[src/rtl/tim_ccu.sv]
// Capture/compare unit: NUM_CH channels of PWM, toggle-on-match or input capture driven by the timer count.
// Define TIM_CCU_PRELOAD_EN to add per-channel shadow compare registers that load on tim_update.
module tim_ccu #(
  parameter int NUM_CH = 4,
  parameter int CNT_W  = 16
) (
  input  logic                      clk,
  input  logic                      rst_n,
  input  logic [CNT_W-1:0]          tim_cnt,
  input  logic                      tim_update,
  input  logic [2*NUM_CH-1:0]       ch_mode,
  input  logic [NUM_CH-1:0]         ccr_we,
  input  logic [CNT_W-1:0]          ccr_wdata,
  input  logic [NUM_CH-1:0]         cap_in,
  input  logic [NUM_CH-1:0]         irq_en,
  input  logic [NUM_CH-1:0]         flag_clr,
  output logic [NUM_CH*CNT_W-1:0]   ccr_rdata,
  output logic [NUM_CH-1:0]         ch_out,
  output logic [NUM_CH-1:0]         ch_flag,
  output logic                      ccu_irq
);

  localparam logic [1:0] MODE_OFF = 2'b00;
  localparam logic [1:0] MODE_PWM = 2'b01;
  localparam logic [1:0] MODE_TOG = 2'b10;
  localparam logic [1:0] MODE_CAP = 2'b11;

  logic [CNT_W-1:0] cnt_reg;
  logic             cnt_chg;
  logic             irq_reg;

  assign cnt_chg = (tim_cnt != cnt_reg);

  always_ff @(posedge clk) begin
    if (!rst_n) begin
      cnt_reg <= '0;
      irq_reg <= 1'b0;
    end else begin
      cnt_reg <= tim_cnt;
      irq_reg <= |(ch_flag & irq_en);
    end
  end

  assign ccu_irq = irq_reg;

`ifndef TIM_CCU_PRELOAD_EN
  logic unused_update;
  assign unused_update = tim_update;
`endif

  generate
    for (genvar gi = 0; gi < NUM_CH; gi++) begin : g_ch
      logic [1:0]       mode;
      logic [1:0]       mode_reg;
      logic [CNT_W-1:0] ccr_act_reg;
      logic [CNT_W-1:0] ccr_act_next;
      logic [2:0]       cap_sync_reg;
      logic             out_reg;
      logic             out_next;
      logic             flag_reg;
      logic             flag_next;
      logic             cmp_mode;
      logic             match;
      logic             cap_evt;
`ifdef TIM_CCU_PRELOAD_EN
      logic [CNT_W-1:0] ccr_shadow_reg;
      logic [CNT_W-1:0] ccr_shadow_next;
`endif

      assign mode     = ch_mode[2*gi +: 2];
      assign cmp_mode = (mode == MODE_PWM) || (mode == MODE_TOG);
      assign match    = cmp_mode && cnt_chg && (tim_cnt == ccr_act_reg);
      // [0],[1] synchronize; [2] holds the previous synchronized level for edge detection
      assign cap_evt  = (mode == MODE_CAP) && cap_sync_reg[1] && !cap_sync_reg[2];

      always_comb begin
        out_next = out_reg;
        if (mode != mode_reg) begin
          out_next = 1'b0;
        end else begin
          case (mode)
            MODE_PWM: out_next = (tim_cnt < ccr_act_reg);
            MODE_TOG: if (match) out_next = !out_reg;
            default:  out_next = 1'b0;
          endcase
        end
      end

      always_comb begin
        flag_next = flag_reg;
        if (match || cap_evt)
          flag_next = 1'b1;
        else if (flag_clr[gi])
          flag_next = 1'b0;
      end

`ifdef TIM_CCU_PRELOAD_EN
      // Off/capture-mode writes land in both registers so a stale shadow never reappears later.
      always_comb begin
        ccr_act_next    = ccr_act_reg;
        ccr_shadow_next = ccr_shadow_reg;
        if (cap_evt) begin
          ccr_act_next = tim_cnt;
        end else if (ccr_we[gi]) begin
          ccr_shadow_next = ccr_wdata;
          if (!cmp_mode) ccr_act_next = ccr_wdata;
        end
        if (tim_update && cmp_mode)
          ccr_act_next = ccr_shadow_reg;
      end

      always_ff @(posedge clk) begin
        if (!rst_n) ccr_shadow_reg <= '0;
        else        ccr_shadow_reg <= ccr_shadow_next;
      end
`else
      always_comb begin
        ccr_act_next = ccr_act_reg;
        if (cap_evt)
          ccr_act_next = tim_cnt;
        else if (ccr_we[gi])
          ccr_act_next = ccr_wdata;
      end
`endif

      always_ff @(posedge clk) begin
        if (!rst_n) begin
          mode_reg     <= MODE_OFF;
          ccr_act_reg  <= '0;
          cap_sync_reg <= '0;
          out_reg      <= 1'b0;
          flag_reg     <= 1'b0;
        end else begin
          mode_reg     <= mode;
          ccr_act_reg  <= ccr_act_next;
          cap_sync_reg <= {cap_sync_reg[1:0], cap_in[gi]};
          out_reg      <= out_next;
          flag_reg     <= flag_next;
        end
      end

      assign ch_out[gi]                    = out_reg;
      assign ch_flag[gi]                   = flag_reg;
      assign ccr_rdata[CNT_W*gi +: CNT_W]  = ccr_act_reg;
    end
  endgenerate

endmodule
[config.mk]
export PLATFORM = sky130hd
export DESIGN_NAME = tim_ccu
export DESIGN_NICKNAME = d
export VERILOG_FILES = /design/src/rtl/tim_ccu.sv
export SDC_FILE = /design/constraint.sdc
export NUM_CORES = 1
export LEC_CHECK = 0
export BUFFER_PORTS_ARGS = -buffer_cell sky130_fd_sc_hd__clkbuf_2
export CAP_MARGIN = 20
export CORE_ASPECT_RATIO = 0.75
export CORE_MARGIN = 4
export CORE_UTILIZATION = 30
export CTS_CLUSTER_DIAMETER = 60
export DETAILED_ROUTE_END_ITERATION = 7
export GPL_TIMING_DRIVEN = 0
export PLACE_DENSITY_LB_ADDON = 0.3
export RECOVER_POWER = 25
export SETUP_SLACK_MARGIN = 0.1
export SYNTH_ARGS = -nofsm -noshare
export SYNTH_HDL_FRONTEND = slang
export SYNTH_SLANG_ARGS = --single-unit
[constraint.sdc]
create_clock -name clk -period 2.6 [get_ports clk]
set_clock_uncertainty 0.05 [all_clocks]
set_input_delay 0.39 -clock clk [delete_from_list [all_inputs] [get_ports clk]]
set_output_delay 0.39 -clock clk [all_outputs]
set_load 0.02 [all_outputs]
Yosys cells after proc, flatten, opt, wreduce, memory -nomap -nowiden
Cells that the tools add are included.
{"block": "totals", "input_bits": 59, "out_inout_bits": 73, "wordCells": 122, "reg_bits": 109}
{"block": "op_classes", "reduce_logical": 45, "n_bitwise": 2, "n_mux": 24, "magnitude_cmp": 4, "eq_ne": 25}
{"op": "16-bit 2-to-1 mux", "count": 8}
{"op": "16-bit equality test", "count": 4}
{"op": "16-bit < comparator", "count": 4}
{"op": "2-bit equality test, second input constant", "count": 8}
{"op": "1-bit logical AND", "count": 16}
{"op": "16-bit != test", "count": 1}
{"op": "2-bit nonzero test", "count": 8}
{"op": "1-bit 2-to-1 mux", "count": 12}
{"op": "2-bit by 1-bit equality test with 1-bit output, second input constant", "count": 4}
{"op": "1-bit zero test", "count": 8}
{"op": "1-bit logical OR", "count": 8}
{"op": "2-bit != test", "count": 4}
{"op": "2-bit != test, second input constant", "count": 4}
{"op": "1-bit one-hot mux with 2 select lines", "count": 4}
{"op": "2-bit OR reduction", "count": 4}
{"op": "4-bit bitwise AND", "count": 1}
{"op": "4-bit OR reduction", "count": 1}
{"op": "1-bit NOT", "count": 1}

Logic depth before layout (Yosys ltp)
{"block": "logic_depth", "depth_word": 6, "mapped_depth": 8, "mapped_depth_nobuf": 8}

Least setup slack after synthesis
OpenSTA, ideal clock, no wires.
{"block": "synth_timing", "kind": "flip-flop to flip-flop", "startpoint": "register g_ch[2].ccr_act_reg[13]", "endpoint": "register g_ch[2].out_reg", "synth_period_minus_slack_ns": 2.147, "t_arrival_ns": 2.023, "path_buffers": 0, "slack_ns": 0.453, "setup_ns": 0.074, "t_required_ns": 2.476, "stages_incl_launch_ff": 8, "path_cell_list": "dfxtp_1 > inv_1 > ha_1 > nand4_1 > nor4_2 > nand4_1 > or4b_1 > a31oi_1"}
{"block": "synth_between", "elab_chain_len": 3, "word_cells_on_any_way": 5, "classes_between": "1 x order compare; 2 x eq/ne; 1 x mux; 1 x reduce/logical"}
{"item": "from (decl)", "line_no": "55", "source": "logic [CNT_W-1:0] ccr_act_reg;"}
{"item": "from (signal assigned)", "line_no": "135", "source": "ccr_act_reg <= ccr_act_next;"}
{"item": "branches (longest 3 deep; another with 16-bit < comparator)"}
{"item": "to (signal assigned)", "line_no": "137", "source": "out_reg <= out_next;"}
{"item": "to (decl)", "line_no": "58", "source": "logic out_reg;"}
Several ways; the timed one is not identified.
A chain may end at the register's enable or synchronous reset.

Worst setup path in the final report
{"block": "layout_timing", "startpoint": "register g_ch[0].ccr_act_reg[15]", "endpoint": "register g_ch[0].out_reg"}
{"block": "layout_between", "elab_chain_len": 3, "word_cells_on_any_way": 5, "classes_between": "1 x order compare; 2 x eq/ne; 1 x mux; 1 x reduce/logical"}
{"item": "from (decl)", "line_no": "55"}
{"item": "from (signal assigned)", "line_no": "135"}
{"item": "branches (longest 3 deep; another with 16-bit < comparator)"}
{"item": "to (signal assigned)", "line_no": "137"}
{"item": "to (decl)", "line_no": "58"}
Several ways; the timed one is not identified.

==> impl_metrics.toml <==
[run_status]
status = "complete, no violations"

[grt]
grt_pass1_vias = 5376
global_route.overflow_total = 0
antenna_found_initial = 0
grt_pass1_wl_um = 31440
grt_max_degree = 16
track_usage_pct = 17.71

[yosys]
syn_nets = 894
synth-edff-count = 0
synthCells = 759
ys_warn_count = 0
ys_seq_area_share_pct = 35.24
ys_seq_elements = 109
avgSynthCellArea_um2 = 8.158
synth_cell_type_count = 45
synth_area_um2 = 6192
ys_async_sr_fraction_pct = 0
synth_flop_cell = "dfxtp_1"

[floorplan]
rows = 45
start_util_pct = 30.55
core-area_um2 = 20270
ios = 132
die-area_um2 = 23030
die_w_um = 173.9
die_y_um = 132.4

[cts]
cts_setup_buffers = 0
tritoncts = "done"
root_buffer = "clkbuf_16"
hold_buffers = 0
clock_path_buffers = 2
htreeDepth = 3
clock_sinks = 109
cts_resized = 0
clock_latency_ns = 0.35
cts_made_buffers = 9
clk_pin_slew_ns = 0.07

[timing]
finalCriticalPeriod_ns = 2.329
fmax_mhz = 429.3
slew_violations = 0
post-route-period-util_pct = 89.60
final_hold_viol_count = 0
relSlewSlack_pct = 51.32
setup_viol = 0
rsz0062_at_grt = "false"
setup_tns_ns = 0
tightest_slew_ns = 0.7301

[worst_setup_path]
startpoint_type = "flip-flop"
cp.arrival_ns = 2.56
cp_max_fo = 4
critPathKind = "flip-flop to flip-flop"
required_ns = 2.83
critPathCaptureType = "flip-flop"

[pwr]
switching_share_pct = 29.07
power.density_nw_per_um2 = 552.4
pwr-share-clk_pct = 35.9
total_power_mw = 4.117
seq_power_share_pct = 44.0
comb_power_share_pct = 20.1
ir_worst_vdd_v = 0.0003299
p_sw_mw = 1.197
leakagePower_nw = 3.224
internal-power_mw = 2.920

[detailed_routing]
finalWirelength_um = 20710
firstDrtPassIters = 5
drcViolationCount = 0
vias = 5769
routedWlPerCell_um = 17.86
ant_nets = 0
vias_per_cell = 4.973
drt_iter0_drc = 505

[placed_design]
hpwl_um = 16680
port_buffers = 130
finalWeightedCongestion = 0.9075

[hold_path]
min_path_type = "input port to flip-flop"

[finish]
seqCellArea_um2 = 2182
final_nets = 1035
largest_register_ffs = 64
postLayoutCoreUtil_pct = 36.77
multi_input_area_um2 = 3547
diodes = 0
drive_gt1_share_pct = 15.85
area_growth_pct = 20.35
nFillCells = 2152

[flow_run]
drv_cap = 0
==> layout by cell type, fill, tap and decap left out, drive strengths merged, types with 25 or more instances in the layout <==
cell type and instances:
ha 76, inv 73, nand2 74, o21ai 70
clkbuf 175, and2 27, dfxtp 109, o211ai 63
nor2 82, a21oi 25
==> cells by family after synthesis <==
group,synth area share (%)
compound gates,19.03
xor+xnor,3.395
fa+ha+maj,15.36
buf+inv,7.577
flops,35.24
mux,0.6466
simple gates,18.75
==> cells in the mapped netlist (2+ instances only) <==
master | instances | area, um2
dfxtp_1 | 109 | 2182
nor2_1 | 82 | 307.8
ha_1 | 76 | 950.9
nand2_1 | 74 | 277.8
inv_1 | 73 | 274.0
o21ai_0 | 69 | 345.3
o211ai_1 | 63 | 473.0
clkbuf_1 | 34 | 127.6
and2_1 | 27 | 168.9
a21oi_1 | 25 | 125.1
xor2_1 | 18 | 157.7
nand3_1 | 12 | 60.06
nand4_1 | 11 | 68.82
buf_4 | 8 | 60.06
a31oi_1 | 7 | 43.79
a21o_1 | 6 | 45.04
nand3b_1 | 6 | 45.04
xnor2_1 | 6 | 52.55
a211oi_1 | 5 | 37.54
nor2b_1 | 5 | 31.28
mux2i_1 | 4 | 40.04
nand2b_1 | 4 | 25.02
nor4_1 | 4 | 25.02
nor4_2 | 3 | 37.54
a2111o_1 | 2 | 22.52
a21boi_0 | 2 | 15.01
a22oi_1 | 2 | 15.01
nand4b_1 | 2 | 17.52
nor3_1 | 2 | 10.01
or2_2 | 2 | 12.51
or4b_1 | 2 | 20.02
==> metal layers <==
layer,share of wire (%),vias to the layer above,wire [um],global-route usage (%)
met5,0,-,0,0
met1,50,2670,10460,26.90
met4,0.60,0,125,2.637
li1,-,2881,-,-
met3,7.3,8,1516,3.799
met2,42,210,8612,26.21
==> final timing paths <==
check	from	to	slack (ns)	depth (start not counted)
worst max-delay path	g_ch[0].ccr_act_reg[15]	g_ch[0].out_reg	0.27	7
worst min-delay path	cap_in[1]	g_ch[1].cap_sync_reg[0]	0.19	2
worst max register to register	g_ch[0].ccr_act_reg[15]	g_ch[0].out_reg	0.27	7
worst min register to register	g_ch[1].cap_sync_reg[0]	g_ch[1].cap_sync_reg[1]	0.38	1
==> final cells by class <==
| type | count | share of cell area, % |
|---|---|---|
| multi-input cells | 533 | 47.60 |
| repair buffers | 130 | 8.428 |
| clock inverters | 2 | 0.8059 |
| clock buffers | 11 | 3.257 |
| flip-flops and latches | 109 | 29.28 |
| plain buffers | 43 | 2.569 |
| inverters | 74 | 3.727 |
| well taps | 258 | 4.332 |
==> power by group through the flow <==
stage               combinational (mW)  clock (mW)  sequential, mW
global placement                 0.818           0            1.85
floorplan                        0.438           0            1.92
detailed placement               0.824           0            1.85
global route                     0.935        1.58            1.82
CTS                              0.830        1.51            1.81
finish                           0.828        1.48            1.81
==> worst max-delay path, cell delays in order (launching register included) <==
cell and delay, ns:
dfxtp_1 0.32, inv_1 0.07, ha_1 0.29, nand4_1 0.17, nor4_2 0.42, nand3_1 0.26
or4b_1 0.51, a31oi_1 0.17
==> stage by stage <==
stage | hold WS, ns | std cells | cell area (um2) | setup WS (ns)
final | 0.1870 | 1160 | 7452 | 0.2705
after global routing | 0.1782 | 1160 | 7452 | 0.1066
after CTS | 0.1742 | 1160 | 7468 | 0.1894
after detailed placement | 0.3685 | 1147 | 7166 | -0.1129
after global placement | 0.3646 | 1147 | 7166 | -0.1487
after floorplan | 0.3619 | 759 | 6192 | 0.4530
Note: power is estimated with default switching activity, not from simulation.
